`src/rtl/adder_core.sv`:
```
// rtl/adder_core.sv - adder with combinational clear and registered sum/carry/overflow
module adder_core #(
   parameter int WIDTH = 1
) (
   input  logic [WIDTH-1:0] A,
   input  logic [WIDTH-1:0] B,
   input  logic             Cin,
   output logic             Cout,
   output logic [WIDTH-1:0] S,
   input  logic             clr,
   input  logic             en,
   input  logic             clk,
   input  logic             Reset,
   output logic [WIDTH-1:0] S_q,
   output logic             Cout_q,
   output logic             Ovf_q
);

   logic [WIDTH:0] sum_full;
   logic           ovf;

   // The sum path never touches clk/Reset/en so WIDTH=1 instances can ripple Cout->Cin.
   always_comb begin
      sum_full = '0;
      if (!clr) begin
         sum_full = {1'b0, A} + {1'b0, B} + {{WIDTH{1'b0}}, Cin};
      end
   end

   assign S    = sum_full[WIDTH-1:0];
   assign Cout = sum_full[WIDTH];
   assign ovf  = !clr && (A[WIDTH-1] == B[WIDTH-1]) && (S[WIDTH-1] != A[WIDTH-1]);

   always_ff @(posedge clk) begin
      if (!Reset) begin
         S_q    <= '0;
         Cout_q <= 1'b0;
         Ovf_q  <= 1'b0;
      end else if (en) begin
         S_q    <= S;
         Cout_q <= Cout;
         Ovf_q  <= ovf;
      end
   end

endmodule

```
`config.mk`:
```
export PLATFORM = sky130hd
export DESIGN_NAME = adder_core
export DESIGN_NICKNAME = d
export VERILOG_FILES = /design/src/rtl/adder_core.sv
export SDC_FILE = /design/constraint.sdc
export NUM_CORES = 1
export LEC_CHECK = 0
export ABC_CLOCK_PERIOD_IN_PS = 1900
export BUFFER_PORTS_ARGS = -buffer_cell sky130_fd_sc_hd__buf_2
export CAP_MARGIN = 20
export CORE_AREA = 4 4 41 43
export DETAILED_ROUTE_END_ITERATION = 6
export DIE_AREA = 0 0 45 47
export PLACE_DENSITY_LB_ADDON = 0.08
export SETUP_SLACK_MARGIN = 0.3
export SLEW_MARGIN = 20
export SYNTH_ARGS = -nofsm -noshare
export SYNTH_HDL_FRONTEND = slang
export SYNTH_SLANG_ARGS = --single-unit
```
`constraint.sdc`:
```
create_clock -name clk -period 1.9 [get_ports clk]
set_input_delay 0.475 -clock clk [delete_from_list [all_inputs] [get_ports clk]]
set_output_delay 0.475 -clock clk [all_outputs]
set_load 0.005 [all_outputs]
```
Yosys cells after proc, flatten, opt, wreduce, memory -nomap -nowiden
Cells that the tools add are included.
{"block": "totals", "reg_bits": 3, "input_bits": 7, "output_inout_bits": 5, "elab_cells": 11}
{"block": "classes", "addsub": 2, "eq_ne": 2, "muxes": 1, "n_reduce_logical": 3}
{"cell": "adder 1 x 1 -> 2 bit", "count": 1}
{"cell": "adder 2 x 1 -> 2 bit", "count": 1}
{"cell": "logical AND 1 bit", "count": 2}
{"cell": "two-way mux 2 bit", "count": 1}
{"cell": "== test 1 bit", "count": 1}
{"cell": "zero test 1 bit", "count": 1}
{"cell": "inequality test 1 bit", "count": 1}

Longest topological paths before layout
Gate-level depths: netlist of run 1.
{"block": "logic_depth", "word_depth": 5, "ltp_mapped": 4, "mapped_depth_nobuf": 4}

Least setup slack after synthesis of run 1
Ideal clock, no wire load.
{"block": "synth_path", "path_kind": "input to output", "start": "input port A", "end": "output port S", "arrival_ns": 1.179, "required_ns": 1.425, "slack_ns": 0.246, "path_stages": 2, "n_path_buf": 0, "path_cell_list": "fa_1 nor2b_2"}
{"block": "synth_between", "elab_chain_len": 3}
{"element": "start: declaration", "line": "5", "rtl": "input logic [WIDTH-1:0] A,"}
{"element": "adder 1 x 1 -> 2 bit", "line": "26", "rtl": "sum_full = {1'b0, A} + {1'b0, B} + {{WIDTH{1'b0}}, Cin};"}
{"element": "adder 2 x 1 -> 2 bit", "line": "26"}
{"element": "two-way mux 2 bit", "line": "25", "rtl": "if (!clr) begin"}
{"element": "end: declaration", "line": "9", "rtl": "output logic [WIDTH-1:0] S,"}
No other way between the ends.

Final worst setup path of run 1
{"block": "layout_path", "start": "input port Cin", "end": "output port S"}
{"block": "layout_between", "elab_chain_len": 2}
{"element": "start: declaration", "line": "7", "rtl": "input logic Cin,"}
{"element": "adder 2 x 1 -> 2 bit", "line": "26"}
{"element": "two-way mux 2 bit", "line": "25"}
No other way between the ends.

==> impl_metrics.csv, run 1 <==
group,metric,value,unit
sta,slew_viol_final,0,
sta,setup_ws,0.02534,ns
route,routed.top_layer,"met3",
global_routing,overflow,0,
final_layout,postLayoutCoreUtil,0.2394,
clock_tree,path_clk_slew,0.03,ns
sta,post-route-period-util,0.9867,
final_layout,drive_gt1_frac,0.6061,
sta,fin_skew,0,ns
worst_setup_path,cpPeakStageDelay,0.57,ns
yosys,synth_seq_cells,3,
clock_tree,cts_buffer_depth,2,
job,drv_cap,0,
hold_path,hold_class,"flop to flop",
yosys,mappedNetlistNets,24,
placed_design,port_buffers,11,
floorplan,core,1301,sq um
worst_setup_path,worstPathRequired,1.42,ns
worst_setup_path,path_cells,"buf_6, fa_2, nor2b_4, buf_2",
placed_design,gp_congestion,0.6359,
route,wl_per_cell,9.583,um
final_layout,layout_common_cells,"buf_2 (9), dfxtp_1 (3), clkbuf_4 (3)",
clock_tree,cts.sink_count,3,
route,vias_per_cell,3.646,
yosys,avgSynthCellArea,10.71,sq um
sta,setup_viol,0,
final_layout,syn2layout_area_growth,81.75,%
global_routing,grt_max_degree,5,
global_routing,grt_pass1_wl,731,um
floorplan,start_util,0.1317,
sta,rsz0062_at_grt,"yes",
clock_tree,clkLatencyLatePin,0.23,ns
route,wl_met2,255,um
sta,max_clock_freq,533.4,MHz
pwr,power,225.8,uW
pwr,powerDensity,724.8,nW/um^2
route,ant_nets,0,
yosys,netlist_instances,16,
clock_tree,cts_tree,"yes",
worst_setup_path,worst_setup_path_end_kind,"primary output",
sta,worst_slew_pin_slew,0.1880,ns
sta,finalHoldViolCount,0,
route,finalWirelength,460,um
pwr,ir_worst_vdd,0.2924,mV
global_routing,grt_usage,0.05375,
worst_setup_path,cp_top_family,"adder cells",
route,vias,175,
worst_setup_path,critPathBufInv,2,
final_layout,final.fill_count,160,
clock_tree,root_buffer,"clkbuf_4",
worst_setup_path,crit_fanout,3,
final_layout,layout.nets,42,
sta,slew_headroom,0.8747,
sta,period_needed,1.875,ns
route,drc,0,
final_layout,layout_commonest_cell,"buf_2",
route,drtIter0Drc,0,
worst_setup_path,criticalPathCategory,"input port to primary output",
route,drt_pre_antenna_iters,1,
clock_tree,h-tree-depth,1,
floorplan,ios,12,
final_layout,antenna_cells,0,
yosys,seq_area_frac_synth,0.3504,
worst_setup_path,cp.arrival,1.40,ns
worst_setup_path,critPathLaunchType,"input port",
route,dr_wl_met3,50,um
route,drt-met1-wl,154,um
placed_design,place_ws,-0.01312,ns
global_routing,grt_pass1_vias,169,
worst_setup_path,cp_slowest_cell,"fa_2",
floorplan,core.rowCount,13,
floorplan,die_area,2115,sq um
floorplan,dieWidth,45,um
clock_tree,cts_buffers,3,
yosys,synthDistinctLibCells,11,
yosys,ys_warn_count,0,
yosys,netlist_area,171.4,sq um
global_routing,antenna_found_initial,0,
pwr,p_leak,0.0001555,uW
sta,setup_tns,0,ns
floorplan,die_h,47,um
outcome,outcome,"complete, no violations",
-- report_power, final --
group | switching (uW) | internal [uW]
clock network | 29.3 | 78.4
logic | 20.1 | 30.5
registers | 1.09 | 66.3
total | 50.5 | 175
-- kinds of logic (layout without fill, tap and decap cells) --
group / Yosys count / count (layout) / synth area share
flops: 3 / 3 / 0.3504
simple gates: 8 / 8 / 0.3139
buf+inv: 0 / 17 / 0
fa+ha+maj: 1 / 1 / 0.1168
compound gates: 2 / 2 / 0.1022
mux: 2 / 2 / 0.1168
-- final timing paths --
path | slack [ns] | cells past startpoint | startpoint | to
setup / recovery | 0.03 | 4 | Cin | S
hold / removal | 0.49 | 2 | Ovf_q | Ovf_q
setup reg to reg | 1.31 | 2 | Cout_q | Cout_q
hold reg to reg | 0.49 | 2 | Ovf_q | Ovf_q
-- sequential cells by signal, summed over array words and instances, names as in the netlist --
name	cells
Cout_q	1
Ovf_q	1
S_q	1
-- routing by layer --
layer,global-route usage,vias up
met5,0,-
met4,0.07018,0
met3,0.03065,0
met2,0.07345,6
met1,0.05011,78
li1,-,91
-- stage by stage --
stage | area, sq um | hold slack, ns | std cells
floorplan | 176.4 | 0.4896 | 16
global placement | 257.7 | 0.4948 | 43
detailed placement | 257.7 | 0.4939 | 43
CTS | 296.5 | 0.5000 | 47
global route | 311.5 | 0.5158 | 48
finish | 311.5 | 0.4909 | 48
-- synth_stat cells --
| cell | instances | area, sq um |
|---|---|---|
| nor2_1 | 1 | 3.750 |
| a21oi_1 | 1 | 5.000 |
| fa_1 | 1 | 20.02 |
| mux2i_1 | 2 | 20.02 |
| nor2b_1 | 2 | 12.51 |
| and3b_1 | 1 | 8.760 |
| nor2b_2 | 2 | 17.52 |
| o31ai_2 | 1 | 12.51 |
| dfxtp_1 | 3 | 60.06 |
| nand3b_1 | 1 | 7.510 |
| nand2_1 | 1 | 3.750 |
-- tightest hold or removal path, stage by stage (launching register included) --
cell and delay, ns:
dfxtp_1 0.30, nand3b_1 0.09, o31ai_2 0.06
-- final cells by class --
cell class                 instances  area [sq um]  share of cell area
multi-input combinational         13         123.9              0.3976
timing repair buffer              13         82.58              0.2651
sequential                         3         60.06              0.1928
clock buffer                       4         26.28             0.08434
tap                               15         18.77             0.06024
-- what timing repair did --
action,4_1_cts,5_1_grt
buffers inserted,0,1
setup endpoints to repair,2,2
hold buffers,0,0
gates resized for setup,2,2
cloned,0,0
pin swaps,1,0
No activity file was read; power rests on OpenSTA's default activity.
==> run 2, diff against run 1 <==
==> constraint.sdc (replaced) <==
create_clock -name clk -period 1.9 [get_ports clk]
set_input_delay 0.475 -clock clk [delete_from_list [all_inputs] [get_ports clk]]
set_output_delay 0.475 -clock clk [all_outputs]
set_load 0.05 [all_outputs]
==> impl_metrics.csv, run 2 (synthesis gave the netlist of run 1 again) <==
group,metric,value,unit
final_layout,antenna_cells,0,
global_routing,grt_pass1_vias,202,
route,ant_nets,0,
worst_setup_path,endpoint,"S",
pwr,powerDensity,759.5,nW/um^2
floorplan,core,1301,sq um
sta,slew_headroom,0.8324,
floorplan,core.rowCount,13,
final_layout,reg_top3,"Cout_q: 1 flops, Ovf_q: 1 flops, S_q: 1 flops",
final_layout,final_cell_count_no_fill,50,
floorplan,die_area,2115,sq um
clock_tree,path_clk_slew,0.03,ns
final_layout,drive_gt1_frac,0.6286,
clock_tree,root_buffer,"clkbuf_4",
route,vias,183,
route,vias_per_cell,3.660,
final_layout,layout_commonest_cell,"buf_2",
sta,finalHoldViolCount,0,
sta,setup_ws,-0.02953,ns
pwr,p_leak,0.0001718,uW
route,finalWirelength,455,um
placed_design,gp_congestion,0.6333,
global_routing,grt_usage,0.05375,
floorplan,dieWidth,45,um
clock_tree,cts.sink_count,3,
worst_setup_path,rr_worst_depth,2,
clock_tree,cts_tree,"yes",
outcome,outcome,"finished, violations left",
clock_tree,cts_buffers,3,
worst_setup_path,reg2reg_slack,1.32,ns
clock_tree,cts_buffer_depth,2,
global_routing,antenna_found_initial,0,
final_layout,layout.nets,44,
sta,post-route-period-util,1.016,
sta,setup_viol,1,
worst_setup_path,critPathLaunchType,"input port",
worst_setup_path,worst_setup_path_end_kind,"primary output",
clock_tree,clkLatencyLatePin,0.23,ns
route,drc,0,
route,drt_pre_antenna_iters,2,
global_routing,grt_pass1_wl,738,um
clock_tree,h-tree-depth,1,
sta,max_clock_freq,518.3,MHz
floorplan,ios,12,
pwr,ir_worst_vdd,0.3047,mV
outcome,violations,"negative setup slack",
worst_setup_path,criticalPathCategory,"input port to primary output",
sta,setup_tns,-0.02953,ns
sta,period_needed,1.930,ns
worst_setup_path,crit_fanout,3,
job,drv_cap,0,
sta,slew_viol_final,0,
worst_setup_path,reg2reg_from,"Cout_q",
sta,rsz0062_at_grt,"yes",
floorplan,start_util,0.1317,
worst_setup_path,cp.arrival,1.45,ns
final_layout,postLayoutCoreUtil,0.2692,
final_layout,layout_common_cells,"buf_2 (7), buf_4 (4), dfxtp_1 (3), clkbuf_4 (3), buf_8 (3)",
worst_setup_path,worstPathRequired,1.42,ns
global_routing,overflow,0,
sta,fin_skew,0,ns
hold_path,hold_class,"flop to flop",
global_routing,grt_max_degree,5,
placed_design,dp.cells,43,
placed_design,place_ws,-0.1616,ns
worst_setup_path,crit_start,"B",
placed_design,dp_hpwl,375.1,um
route,wl_per_cell,9.100,um
floorplan,die_h,47,um
worst_setup_path,r2r-end,"Cout_q",
placed_design,port_buffers,11,
clock_tree,hold_buffers,0,
route,drtIter0Drc,1,
final_layout,syn2layout_area_growth,104.4,%
sta,worst_slew_pin_slew,0.2532,ns
[run 2: changes by cell type in the layout (fill, tap and decap cells not counted), sizes merged]
cell and delta:
buf +2
[run 2: per-stage QoR]
stage	hold WS (ns)	instance area, sq um	power [uW]
6_report	0.4883	350.3	266.1
5_1_grt	0.5093	350.3	287.7
4_1_cts	0.4970	331.6	265.9
3_5_place_dp	0.4917	257.7	135.0
3_3_place_gp	0.4913	257.7	134.6
2_1_floorplan	0.5709	176.4	111.6
[run 2: critical path, stage by stage]
cell and delay (ns):
buf_8 0.10, fa_2 0.57, nor2b_4 0.16, buf_8 0.15
[run 2: how the worst min path moves through the flow]
| stage | from | end | cells after the start |
|---|---|---|---|
| final | Ovf_q | Ovf_q | 2 |
| after global routing | Ovf_q | Ovf_q | 2 |
| after CTS | Ovf_q | Ovf_q | 2 |
| after detailed placement | Ovf_q | Ovf_q | 2 |
| after global placement | Ovf_q | Ovf_q | 2 |
| after floorplan | clr | Ovf_q | 1 |
[run 2: cell type report]
type | instances | area, sq um
fill | 160 | 950.9
timing repair buffer | 15 | 121.4
tap | 15 | 18.77
clock buffer | 4 | 26.28
sequential | 3 | 60.06
multi-input combinational | 13 | 123.9
[run 2: power by group]
group | internal, uW | switching (uW)
registers | 66.3 | 1.20
clock network | 78.5 | 29.5
logic | 45.6 | 45.0
[run 2: repair_timing]
| action | in CTS | in global routing |
|---|---|---|
| resized for setup | 11 | 1 |
| endpoints found under the setup margin | 2 | 2 |
| pin swaps | 1 | 1 |
| cloned | 0 | 0 |
| setup buffers | 1 | 2 |
[run 2: routing by layer]
metal,wire length (um),GRT usage,part of all wire,vias to the layer above
li1,-,-,-,93
met1,182,0.05239,0.40,84
met2,245,0.07627,0.54,6
met3,28,0.02299,0.062,0
met4,0,0.07018,0,0
met5,0,0,0,-
